--- src/rtl/fetch_pkg.sv ---
// fetch_pkg: shared FSM encoding, default geometry widths and region-size helper
// for the multi-buffer fetch controller.
package fetch_pkg;
    typedef enum logic [1:0] {IDLE, ISSUE, DRAIN, DONE} state_e;
    localparam int NUM_BUFFERS_DEF = 4;
    localparam int BUF_DEPTH_DEF = 1024;
    localparam int BUF_SEL_W = $clog2(NUM_BUFFERS_DEF);
    localparam int TILE_W = $clog2(BUF_DEPTH_DEF) + 1;
    localparam int OFFS_W = $clog2(BUF_DEPTH_DEF);
    // Words addressable per fetch: half the region when ping-ponging banks.
    function automatic int region_size(input int depth, input logic db);
        return db ? depth / 2 : depth;
    endfunction
endpackage

--- src/rtl/sync_fifo_fwft.sv ---
// sync_fifo_fwft: first-word-fall-through FIFO with occupancy count.
//   clk, rst_n      : clock, asynchronous active-low reset
//   push_i, data_i  : write strobe and data (ignored when full and not popping)
//   pop_i           : consume head entry (ignored when empty)
//   data_o, valid_o : head entry (forced to 0 when empty) and non-empty flag
//   count_o         : number of stored entries
module sync_fifo_fwft #(
    parameter int WIDTH = 8,
    parameter int DEPTH = 4
) (
    input  logic                       clk,
    input  logic                       rst_n,
    input  logic                       push_i,
    input  logic [WIDTH-1:0]           data_i,
    input  logic                       pop_i,
    output logic [WIDTH-1:0]           data_o,
    output logic                       valid_o,
    output logic [$clog2(DEPTH+1)-1:0] count_o
);
    localparam int PW = DEPTH > 1 ? $clog2(DEPTH) : 1;
    localparam int CW = $clog2(DEPTH + 1);
    logic [WIDTH-1:0] mem_q [DEPTH];
    logic [PW-1:0] wr_q, rd_q;
    logic [CW-1:0] cnt_q;
    logic do_push, do_pop;
    assign do_pop = pop_i && cnt_q != '0;
    assign do_push = push_i && (cnt_q != CW'(DEPTH) || do_pop);
    assign valid_o = cnt_q != '0;
    assign data_o = valid_o ? mem_q[rd_q] : '0;
    assign count_o = cnt_q;
    always_ff @(posedge clk or negedge rst_n) begin
        if (!rst_n) begin
            wr_q <= '0;
            rd_q <= '0;
            cnt_q <= '0;
        end else begin
            if (do_push) wr_q <= wr_q == PW'(DEPTH - 1) ? '0 : wr_q + 1'b1;
            if (do_pop) rd_q <= rd_q == PW'(DEPTH - 1) ? '0 : rd_q + 1'b1;
            cnt_q <= cnt_q + CW'(do_push) - CW'(do_pop);
        end
    end
    always_ff @(posedge clk) begin
        if (do_push) mem_q[wr_q] <= data_i;
    end
endmodule

--- src/rtl/fetch_ctrl_multibuf.sv ---
// fetch_ctrl_multibuf: streams a tile of words from one buffer region of a BRAM
// read port onto a valid/ready stream, with ping-pong banks and credit flow control.
//   start_fetch, reset_addr_counter : start / clear offset+bank (sampled in IDLE)
//   buf_sel, tile_len, double_buffering : fetch configuration, latched on start
//   bram_enb, bram_addrb, bram_doutb : BRAM read port (data RD_LATENCY cycles later)
//   out_data, out_valid, out_ready   : output stream
//   fetch_done, busy, err_cfg, cur_bank : status
module fetch_ctrl_multibuf
    import fetch_pkg::*;
#(
    parameter int ADDR_WIDTH  = 16,
    parameter int DATA_WIDTH  = 256,
    parameter int NUM_BUFFERS = NUM_BUFFERS_DEF,
    parameter int BUF_DEPTH   = BUF_DEPTH_DEF,
    parameter int RD_LATENCY  = 2,
    parameter int FIFO_DEPTH  = 4
) (
    input  logic                           clk,
    input  logic                           rst_n,
    input  logic                           start_fetch,
    input  logic                           reset_addr_counter,
    input  logic [$clog2(NUM_BUFFERS)-1:0] buf_sel,
    input  logic [$clog2(BUF_DEPTH):0]     tile_len,
    input  logic                           double_buffering,
    output logic                           bram_enb,
    output logic [ADDR_WIDTH-1:0]          bram_addrb,
    input  logic [DATA_WIDTH-1:0]          bram_doutb,
    output logic [DATA_WIDTH-1:0]          out_data,
    output logic                           out_valid,
    input  logic                           out_ready,
    output logic                           fetch_done,
    output logic                           busy,
    output logic                           err_cfg,
    output logic                           cur_bank
);
    localparam int SW = $clog2(NUM_BUFFERS);
    localparam int OW = $clog2(BUF_DEPTH);
    localparam int TW = OW + 1;
    localparam int CW = $clog2(FIFO_DEPTH + 1);
    state_e state_q;
    logic [SW-1:0] sel_q;
    logic [TW-1:0] len_q, issued_q, popped_q;
    logic db_q, bank_q, busy_q, done_q, err_q;
    logic [OW-1:0] offset_q, offset_d;
    logic [OW:0] offset_inc;
    logic [RD_LATENCY-1:0] vld_q;
    logic [CW-1:0] fifo_cnt;
    logic cfg_ok, pop, last_issue, last_pop;
    assign cfg_ok = tile_len != '0 && int'(tile_len) <= region_size(BUF_DEPTH, double_buffering);
    // A read is only issued when a FIFO slot is guaranteed for its data.
    assign bram_enb = state_q == ISSUE && ($countones(vld_q) + int'(fifo_cnt) < FIFO_DEPTH);
    assign offset_inc = {1'b0, offset_q} + 1'b1;
    assign offset_d = int'(offset_inc) >= region_size(BUF_DEPTH, db_q) ? '0 : offset_inc[OW-1:0];
    assign last_issue = bram_enb && issued_q == len_q - 1'b1;
    assign pop = out_valid && out_ready;
    assign last_pop = state_q == DRAIN && pop && popped_q == len_q - 1'b1;
    // BUF_DEPTH is a power of two, so region and bank bases are plain concatenations.
    assign bram_addrb = ADDR_WIDTH'({sel_q, {OW{1'b0}}})
                      + ADDR_WIDTH'({db_q & bank_q, {(OW-1){1'b0}}})
                      + ADDR_WIDTH'(offset_q);
    assign fetch_done = done_q;
    assign busy = busy_q;
    assign err_cfg = err_q;
    assign cur_bank = bank_q;
    always_ff @(posedge clk or negedge rst_n) begin
        if (!rst_n) begin
            state_q <= IDLE;
            sel_q <= '0;
            len_q <= '0;
            issued_q <= '0;
            popped_q <= '0;
            db_q <= 1'b0;
            bank_q <= 1'b0;
            busy_q <= 1'b0;
            done_q <= 1'b0;
            err_q <= 1'b0;
            offset_q <= '0;
            vld_q <= '0;
        end else begin
            vld_q <= RD_LATENCY'({vld_q, bram_enb});
            done_q <= 1'b0;
            err_q <= 1'b0;
            if (bram_enb) begin
                offset_q <= offset_d;
                issued_q <= issued_q + 1'b1;
            end
            if (pop) popped_q <= popped_q + 1'b1;
            case (state_q)
                IDLE: begin
                    if (reset_addr_counter) begin
                        offset_q <= '0;
                        bank_q <= 1'b0;
                    end
                    if (start_fetch && cfg_ok) begin
                        state_q <= ISSUE;
                        sel_q <= buf_sel;
                        len_q <= tile_len;
                        db_q <= double_buffering;
                        busy_q <= 1'b1;
                        issued_q <= '0;
                        popped_q <= '0;
                    end else if (start_fetch) begin
                        err_q <= 1'b1;
                    end
                end
                ISSUE: if (last_issue) state_q <= DRAIN;
                DRAIN: begin
                    if (last_pop) begin
                        state_q <= DONE;
                        done_q <= 1'b1;
                        busy_q <= 1'b0;
                        if (db_q) begin
                            bank_q <= !bank_q;
                            offset_q <= '0;
                        end
                    end
                end
                default: state_q <= IDLE;
            endcase
        end
    end
    sync_fifo_fwft #(
        .WIDTH(DATA_WIDTH),
        .DEPTH(FIFO_DEPTH)
    ) u_fifo (
        .clk(clk),
        .rst_n(rst_n),
        .push_i(vld_q[RD_LATENCY-1]),
        .data_i(bram_doutb),
        .pop_i(pop),
        .data_o(out_data),
        .valid_o(out_valid),
        .count_o(fifo_cnt)
    );
endmodule

--- config.mk ---
export PLATFORM = sky130hd
export DESIGN_NAME = fetch_ctrl_multibuf
export DESIGN_NICKNAME = d
export VERILOG_FILES = /design/src/rtl/fetch_pkg.sv /design/src/rtl/sync_fifo_fwft.sv /design/src/rtl/fetch_ctrl_multibuf.sv
export SDC_FILE = /design/constraint.sdc
export NUM_CORES = 1
export LEC_CHECK = 0
export ABC_AREA = 0
export BUFFER_PORTS_ARGS = -buffer_cell sky130_fd_sc_hd__buf_4
export CORE_UTILIZATION = 58
export DETAILED_ROUTE_END_ITERATION = 10
export PLACE_DENSITY = 0.81
export SYNTH_ARGS = -nofsm -noshare
export SYNTH_HDL_FRONTEND = slang
export SYNTH_HIERARCHICAL = 1
export SYNTH_SLANG_ARGS = --single-unit
--- constraint.sdc ---
create_clock -name clk -period 10.2 [get_ports clk]
set_input_delay 1.02 -clock clk [delete_from_list [all_inputs] [get_ports clk]]
set_output_delay 1.02 -clock clk [all_outputs]
set_load 0.02 [all_outputs]
==> run summary <==
IO Count = 553
Synth-to-Final Area Change = 19.50%
layout cells sized above 1 = 0.3698
worst-skew pair later-pin latency = 0.67 ns
CTS tree = yes
clock buffer depth = 3
top-area cell type share of the netlist area = 0.7216
post-synthesis async set-or-reset flop share = 0.05622
1st-iter DRT viols = 1892
placed cells = 3458
Arrival @ worst endpoint = 3.59 ns
I/O Buffers = 549
Top Usage Layer GRT = met2
Max Cap Viol = 0
worst reg-to-reg path cell count = 7
Yosys cell types = 60
Startpoint Class = register
crit path kind = reg2out
r2r setup slk = 6.16 ns
worst slew pin tran = 1.164 ns
crit path time final = 4.606 ns
DP HPWL = 56.67 mm
Initial Util = 0.5851
clk sinks = 1085
DRT Pass-1 Iters = 5
period utilisation layout = 0.4516
Int Power = 10.96 mW
M1 GR Usage = 0.3079
Synth Area per Inst = 20.83 µm²
Clock power frac = 0.231
Post-synth EDFFs = 1024
highest-count cells in the layout ignoring fill and taps = 1024 x edfxtp_1, 562 x buf_4, 258 x and2_1
DRT antenna net count = 0
Flop pwr share = 0.389
final std cells w/o fill = 3669
Synth Flop Type = edfxtp_1
Critical Path Fanout Max = 109
grt total ovfl = 0
status = finished, final reports clean
Setup Fix Bufs, Post-CTS = 0
Critical R2R Launch = u_fifo/count_o[1]$_DFF_PN0_
PwrDens = 324.0 nW/µm²
Routed wire per std cell = 25.98 µm
row count = 99
Max Freq = 217.1 MHz
DRC viols = 0
GRT met2 Usage = 0.4298
RSZ-0062 raised after global routing = no
#FFs+latches synth = 1085
sw frac = 0.3360
Die X = 273.1 µm
Total GRT Usage = 0.2544
final setup skew = 0.03361 ns
cell taking the most area after synthesis = edfxtp_1
GRT met3 Usage = 0.06449
most common cell after layout, fill and taps aside = edfxtp_1
Resized Gates After CTS = 0
Slew Limit Fails = 0
Max VDD drop = 0.2427 mV
leakage = 17.79 nW
setup TNS = 0 ns
Worst Setup EP = out_data[229]
Area contributors post-synth = edfxtp_1 72%, mux4_2 14%, and2_1 3.8%
CTS root buffer = clkbuf_16
Hold WC Path Type = reg2reg
WP data required = 9.18 ns
Num CTS Buffers = 105
vias in the first global route = 22720
endpoints failing setup = 0
area of the mapped netlist = 42610 µm²
Hold Vio Cnt, Final = 0
CP endpoint kind = output pin
R2R Path End = u_fifo/mem_q[3][216]$_DFFE_PP_
H-tree Lvls = 3
Die Span Y = 273.1 µm
synth warn = 6
max_slew headroom = 0.2238
Core Util, Final = 0.6991
RePlAce Congestion = 0.8172
Mapped Cells = 2046
Crit. Startpoint = u_fifo/rd_q[0]$_DFFE_PN0N_
Detailed Route WL = 95.33 mm
largest net degree at the start of global routing = 145
sw power = 5.543 mW
initial antenna violation count = 27
Reg clk slew, reported paths = 0.06 ns
CTS Hold Bufs = 0
via/cell ratio = 5.898
first-pass GRT wire length = 140.7 mm
Die Area = 74560 µm²
Layout Nets = 2903
post-synthesis sequential area ratio = 0.7574
vias after detailed routing = 21640
Core ar. = 72830 µm²
combinational fraction of design power = 0.380
[state kept, by name, summed over array words and instances (netlist names), 2 cells and up]
signal	count
state_q	2
len_q	11
u_fifo/mem_q	1024
u_fifo/wr_q	2
issued_q	11
u_fifo/count_o	3
offset_q	10
vld_q	2
u_fifo/rd_q	2
popped_q	11
sel_q	2
[through the flow]
step | total power [mW] | hold slack (ns) | instance area (µm²) | setup slack (ns)
after floorplan | 10.57 | 0.3597 | 42620 | 2.096
after global placement | 12.62 | 0.3759 | 47460 | 6.115
after detailed placement | 12.76 | 0.3736 | 47460 | 6.090
after CTS | 16.62 | 0.3854 | 50870 | 5.452
after global routing | 17.12 | 0.4003 | 50920 | 5.347
final | 16.50 | 0.3853 | 50920 | 5.594
[cell usage after synthesis (all sizes together) (3+ instances only)]
master  number
a21oi       11
a31oi        3
and2       262
and3        11
buf         68
clkbuf      49
dfrtp       61
edfxtp    1024
ha          21
inv         28
mux2        15
mux2i        3
mux4       256
nand2       34
nand2b       5
nand3       10
nand4        8
nor2        36
nor2b        3
nor3        18
nor4         7
o21ai       13
o21bai       4
o31ai        3
or3          4
xnor2       30
xor2        26
[area by class of cell]
class / instances / area (µm²)
antenna: 19 / 47.55
multi-input combinational: 818 / 9533
sequential: 1085 / 32280
fill: 4295 / 21910
inverter: 28 / 105.1
timing repair buffer: 568 / 4339
tap: 959 / 1200
clock inverter: 54 / 589.3
clock buffer: 138 / 2824
[routing by layer]
layer / vias up / wire [µm]
met4: 18 / 3975
li1: 9276 / -
met3: 223 / 7547
met5: - / 117
met2: 996 / 50470
met1: 11130 / 33220
[power by group through the flow]
stage / logic (mW) / registers [mW] / clock network [mW]
6_report: 6.26 / 6.42 / 3.82
5_1_grt: 6.59 / 6.49 / 4.04
4_1_cts: 6.32 / 6.43 / 3.87
3_5_place_dp: 6.26 / 6.50 / 0
3_3_place_gp: 6.22 / 6.41 / 0
2_1_floorplan: 4.03 / 6.55 / 0
[critical path, cell delays in order, from the launching register on]
cell	delay, ns
dfrtp_4	1.04
buf_12	0.64
mux4_2	0.61
and2_1	0.20
buf_4	0.16
[logic make-up (layout without fill, tap and decap cells)]
logic type      Yosys count  count (layout)  share of synthesized area
flops                  1085            1085                     0.7574
buf+inv                 145             788                    0.01944
other cells               1              22                 0.00008800
simple gates            408             408                    0.05550
compound gates           55              55                   0.009338
fa+ha+maj                22              22                   0.006636
xor+xnor                 56              56                    0.01151
mux                     274             274                     0.1401
[worst min-delay path by stage]
stage / start / to / slack (ns) / depth (start not counted)
CTS: vld_q[0]$_DFF_PN0_ / vld_q[1]$_DFF_PN0_ / 0.39 / 0
global placement: vld_q[0]$_DFF_PN0_ / vld_q[1]$_DFF_PN0_ / 0.38 / 0
finish: vld_q[0]$_DFF_PN0_ / vld_q[1]$_DFF_PN0_ / 0.39 / 0
floorplan: vld_q[0]$_DFF_PN0_ / vld_q[1]$_DFF_PN0_ / 0.36 / 0
detailed placement: vld_q[0]$_DFF_PN0_ / vld_q[1]$_DFF_PN0_ / 0.37 / 0
global route: vld_q[0]$_DFF_PN0_ / vld_q[1]$_DFF_PN0_ / 0.40 / 0
Note: power is estimated with default switching activity, not from simulation.
